<file path="src/rtl/division_arbiter.sv">
// Round-robin front end that shares one fixed-latency sequential divider among NUM_REQ requesters.
// Divide-by-zero requests are answered locally and never start the divider.
module division_arbiter #(
  parameter int NUM_REQ    = 4,
  parameter int ID_W       = $clog2(NUM_REQ),
  parameter int DIV_CYCLES = 32
) (
  input  logic                  clock,
  input  logic                  reset,
  input  logic [NUM_REQ-1:0]    req_valid,
  input  logic [32*NUM_REQ-1:0] req_a,
  input  logic [32*NUM_REQ-1:0] req_b,
  output logic [NUM_REQ-1:0]    req_ready,
  output logic                  resp_valid,
  output logic [ID_W-1:0]       resp_id,
  output logic [31:0]           resp_q,
  output logic [31:0]           resp_r,
  output logic                  resp_dbz,
  output logic                  busy,
  output logic                  div_start,
  output logic [31:0]           div_a,
  output logic [31:0]           div_b,
  input  logic [31:0]           div_q,
  input  logic [31:0]           div_r
);

  localparam int CNT_W = (DIV_CYCLES > 2) ? $clog2(DIV_CYCLES) : 1;

  typedef enum logic [1:0] {IDLE, START, BUSY, DONE} state_t;

  state_t            state_q, state_d;
  logic [ID_W-1:0]   ptr_q;
  logic [CNT_W-1:0]  cnt_q;
  logic [31:0]       a_q, b_q;
  logic [ID_W-1:0]   id_q;
  logic [31:0]       hold_q, hold_r;
  logic [ID_W-1:0]   hold_id;
  logic              hold_dbz;

  logic              grant_found;
  logic [ID_W-1:0]   grant_id;
  logic [31:0]       grant_a, grant_b;
  logic              accept;
  logic              grant_dbz;

  // Round-robin search: first valid index at or after ptr_q, wrapping.
  // NOTE: every combinational output gets a default first so no path infers a latch.
  always_comb begin
    grant_found = 1'b0;
    grant_id    = '0;
    for (int i = 0; i < NUM_REQ; i++) begin
      if (!grant_found && req_valid[(int'(ptr_q) + i) % NUM_REQ]) begin
        grant_found = 1'b1;
        grant_id    = ID_W'((int'(ptr_q) + i) % NUM_REQ);
      end
    end
  end

  assign grant_a   = req_a[32*grant_id +: 32];
  assign grant_b   = req_b[32*grant_id +: 32];
  assign grant_dbz = (grant_b == '0);
  assign accept    = (state_q == IDLE) && !reset && grant_found;
  assign req_ready = accept ? (NUM_REQ'(1) << grant_id) : '0;

  always_comb begin
    state_d = state_q;
    case (state_q)
      IDLE:    if (grant_found) state_d = grant_dbz ? DONE : START;
      START:   state_d = BUSY;
      BUSY:    if (cnt_q == CNT_W'(1)) state_d = DONE;
      DONE:    state_d = IDLE;
      default: state_d = IDLE;
    endcase
  end

  // NOTE: sequential state uses non-blocking assignments so every register samples pre-edge values.
  always_ff @(posedge clock) begin
    if (reset) begin
      state_q  <= IDLE;
      ptr_q    <= '0;
      cnt_q    <= '0;
      a_q      <= '0;
      b_q      <= '0;
      id_q     <= '0;
      hold_q   <= '0;
      hold_r   <= '0;
      hold_id  <= '0;
      hold_dbz <= 1'b0;
    end else begin
      state_q <= state_d;
      if (accept) begin
        ptr_q <= (grant_id == ID_W'(NUM_REQ-1)) ? '0 : grant_id + 1'b1;
        a_q   <= grant_a;
        b_q   <= grant_b;
        id_q  <= grant_id;
        if (grant_dbz) begin
          hold_q   <= '1;
          hold_r   <= grant_a;
          hold_id  <= grant_id;
          hold_dbz <= 1'b1;
        end
      end
      if (state_q == START) cnt_q <= CNT_W'(DIV_CYCLES-1);
      if (state_q == BUSY) begin
        cnt_q <= cnt_q - 1'b1;
        if (cnt_q == CNT_W'(1)) begin
          hold_id  <= id_q;
          hold_dbz <= 1'b0;
        end
      end
      // Counter reaches 0 in DONE, the cycle in which the divider result is valid.
      if (state_q == DONE && !hold_dbz) begin
        hold_q <= div_q;
        hold_r <= div_r;
      end
    end
  end

  assign resp_valid = (state_q == DONE) && !reset;
  assign div_start  = (state_q == START) && !reset;
  assign busy       = (state_q != IDLE);
  assign div_a      = a_q;
  assign div_b      = b_q;
  assign resp_id    = hold_id;
  assign resp_dbz   = hold_dbz;
  // During a divider DONE the result passes straight through, then is held.
  assign resp_q     = (state_q == DONE && !hold_dbz) ? div_q : hold_q;
  assign resp_r     = (state_q == DONE && !hold_dbz) ? div_r : hold_r;

endmodule

</file>
<file path="config.mk">
export PLATFORM = sky130hd
export DESIGN_NAME = division_arbiter
export DESIGN_NICKNAME = d
export VERILOG_FILES = /design/src/rtl/division_arbiter.sv
export SDC_FILE = /design/constraint.sdc
export NUM_CORES = 1
export LEC_CHECK = 0
export ABC_AREA = 1
export CAP_MARGIN = 30
export CELL_PAD_IN_SITES_DETAIL_PLACEMENT = 2
export CELL_PAD_IN_SITES_GLOBAL_PLACEMENT = 2
export CORE_ASPECT_RATIO = 0.7
export CORE_MARGIN = 3
export CORE_UTILIZATION = 17
export CTS_CLUSTER_SIZE = 14
export DETAILED_ROUTE_END_ITERATION = 8
export PLACE_DENSITY_LB_ADDON = 0.1
export REMOVE_ABC_BUFFERS = 1
export SLEW_MARGIN = 5
export SYNTH_ARGS = -nofsm -noshare
export SYNTH_HDL_FRONTEND = slang
export SYNTH_SLANG_ARGS = --single-unit
</file>
<file path="constraint.sdc">
create_clock -name clock -period 3.1 [get_ports clock]
set_input_delay 0.62 -clock clock [delete_from_list [all_inputs] [get_ports clock]]
set_output_delay 0.62 -clock clock [all_outputs]
set_load 0.01 [all_outputs]
</file>
==> results.json, run 1 <==
{
  "outcome": "completed",
  "insertion_delay_ps": 440,
  "syn_area_mm2": 0.00853,
  "r2r-start": "ptr_q[0]",
  "critPathLaunch": "ptr_q[0]",
  "crit_family": "simple AND/OR/NAND/NOR gates",
  "hold_class": "flop to flop",
  "period_share": 0.998,
  "rows": 67,
  "ir_drop_mv": 0.611,
  "critPathRequiredTime_ps": 3460,
  "report.final.slew_viol_count": 0,
  "routedWlPerCell_um": 21.4,
  "start_util": 0.175,
  "crit_top_cell": "nand2_2",
  "finalSetupViolCount": 0,
  "place_area_mm2": 0.0142,
  "stdcell_count": 2518,
  "worstHoldStart": "hold_q[12]",
  "endpoint_kind": "flop",
  "dp_cells": 2419,
  "synth.area.top_cells": "dfxtp_1 (33%), nand2_1 (20%), nand3_1 (10%)",
  "final_cell_mix": "clkdlybuf4s50_1 (402), nand2_1 (372), o21ai_0 (166)",
  "path_max_fanout": 8,
  "critPathMaxStageDelay_ps": 400,
  "ys_warn_count": 0,
  "cellLeakagePower_nw": 6.91,
  "yosysUniqueCellTypes": 28,
  "cts_buffers": 17,
  "grt_max_degree": 68,
  "drive_gt1_frac": 0.186,
  "slowest_stage": "dfxtp_4",
  "ys_seq_area_frac": 0.333,
  "grtUsageTotal": 0.196,
  "yosysTopAreaCellShare": 0.333,
  "antenna_found_initial": 5,
  "post-route-util": 0.332,
  "worstRegToRegCells": 23,
  "slew_headroom": 0.371,
  "grt_pass1_vias": 12400,
  "clockBufferDepth": 2,
  "final.min_clock_period_ps": 3090,
  "fill_cells": 5603,
  "critPathLaunchType": "flop",
  "die_area_mm2": 0.0529,
  "ys_ff_latch": 142,
  "vias": 11500,
  "grt_overflow": 0,
  "dp_hpwl_um": 39000,
  "p_total_mw": 16.8,
  "core-area_mm2": 0.0487,
  "drt_iter0_drc": 411,
  "grt_first_pass_wirelength_um": 79900,
  "fmax_ghz": 0.323,
  "hold_ws_ps": 471,
  "totalWireLength_um": 53900,
  "syn_avg_cell_area_um2": 6.34,
  "dieHeight_um": 193,
  "io_pins": 464,
  "cts.sinks": 142,
  "ctsRootBufferMaster": "clkbuf_16",
  "skew_ps": 12.5,
  "area_delta_synth_final_pct": 89.7,
  "final_common_cell": "clkdlybuf4s50_1",
  "critPathKind": "flop to flop",
  "synthCells": 1344,
  "port_buffers": 463,
  "stdcell_area_mm2": 0.0162,
  "die_x_um": 274,
  "cap_violations": 0,
  "nets": 2185,
  "power_density_mw_per_mm2": 1040,
  "hold_end": "hold_q[12]",
  "drc_errors": 0,
  "place_ws_ps": -684,
  "clk_pin_slew_ps": 70,
  "cp_num_buf_inv": 5,
  "rsz0062_at_grt": "yes",
  "hold_viol_final": 0,
  "crit_chain": "buf_8 > nand2_2 > nand2_2 > nand2_2 > nand2_2 > nor2_4 > nand3_4 > nand3_4 > clkinv_4 > buf_12 > buf_4 > nand2_1 > nand3_1 > nand2_2 > nand2_2 > nor2_4 > nand2_2 > nor2_4 > nand3_4 > nand2_8 > clkbuf_16 > nand2_1 > a21oi_1",
  "tightest_slew_ps": 944,
  "ant_nets": 0,
  "r2r_slack_ps": 5,
  "fin_ws_ps": 5.09,
  "drt-pass1-iter-count": 4,
  "cts_max_level": 4,
  "fin_tns_setup_ps": 0,
  "cp.arrival_ps": 3460,
  "r2r-end": "hold_r[15]",
  "place_congestion": 0.772,
  "cts_tree": "yes",
  "yosysTopAreaCell": "dfxtp_1",
  "whs_path_depth": 2,
  "viasPerCell": 4.58
}
-- per-layer routing --
layer,vias up,wire length [µm],GRT usage
li1,5563,-,-
met1,5730,24400,0.252
met2,207,26100,0.336
met3,36,2760,0.0425
met4,6,673,0.0415
met5,-,34,0
-- final cells by class --
| cell class | instances | area [µm²] | share of cell area |
|---|---|---|---|
| Timing Repair Buffer | 601 | 6170 | 0.382 |
| Multi-Input combinational cell | 1018 | 5470 | 0.338 |
| Sequential cell | 142 | 2850 | 0.176 |
| Tap cell | 655 | 820 | 0.0507 |
| Clock buffer | 18 | 439 | 0.0272 |
| Inverter | 68 | 289 | 0.0179 |
| Clock inverter | 14 | 126 | 0.00782 |
| Antenna cell | 2 | 5.00 | 0.000310 |
-- synth_stat cells --
cell type  number
or2_2           1
nand3_1       173
ha_1           11
nor2_2          1
nand2_1       456
o22ai_1         2
a32o_1         32
a21oi_1        69
clkinv_1        2
buf_2          15
nor2_1         22
buf_4           9
nand2_2         7
inv_4           1
nand3_2         3
inv_1          61
nand4_1        32
o31ai_1         1
o21ai_0       168
xor2_1          1
nor2_4          2
inv_2           4
nand3_4         1
buf_6           7
clkbuf_1       76
a31oi_1        36
dfxtp_1       142
buf_1           9
-- worst max-delay path by stage --
stage / cells past startpoint / to
floorplan: 7 / hold_r[0]
global placement: 21 / hold_r[10]
detailed placement: 23 / hold_r[25]
CTS: 25 / hold_r[17]
global route: 23 / hold_r[11]
finish: 23 / hold_r[15]
-- cells by family (layout without fill, tap and decap cells) --
group           Yosys count  in the layout  share of synthesized area
buf+inv                 184            701                     0.0936
compound gates          308            308                      0.205
simple gates            698            698                      0.350
xor+xnor                  1              1                    0.00103
other cells               0              2                          0
fa+ha+maj                11             11                     0.0161
flops                   142            142                      0.333
-- repair_timing --
action,CTS,global route
hold endpoints to repair,0,0
hold buffers,0,0
resized for setup,116,170
pin swaps,31,51
cloned,9,3
setup buffers,49,14
endpoints found under the setup margin,104,113
-- power breakdown --
part	switching, mW	internal [mW]	leakage (nW)	total (mW)
clock network	0.978	1.08	0.270	2.06
logic	6.82	5.32	5.47	12.1
registers	0.248	2.32	1.16	2.57
total	8.05	8.72	6.91	16.8
-- tightest hold or removal path: stages (launching register included) --
cell and delay (ps):
dfxtp_1 300, inv_1 60, a31oi_1 70
-- registers in the layout, indices dropped and copies added, names as in the netlist --
register,flops
ptr_q,2
resp_id,2
state_q,2
div_a,32
div_b,32
resp_dbz,1
hold_r,32
cnt_q,5
id_q,2
hold_q,32
Note: power is estimated with default switching activity, not from simulation.
==> run 2: changes to the inputs <==
RECOVER_POWER = 25   (was default)
==> results of run 2 <==
No change in the layout: final DEF, timing and power equal those of run 1.
==> run 3: changes to the inputs <==
ABC_CLOCK_PERIOD_IN_PS = 3100   (was default)
==> results of run 3 <==
No change in the layout: final DEF, timing and power equal those of run 1.
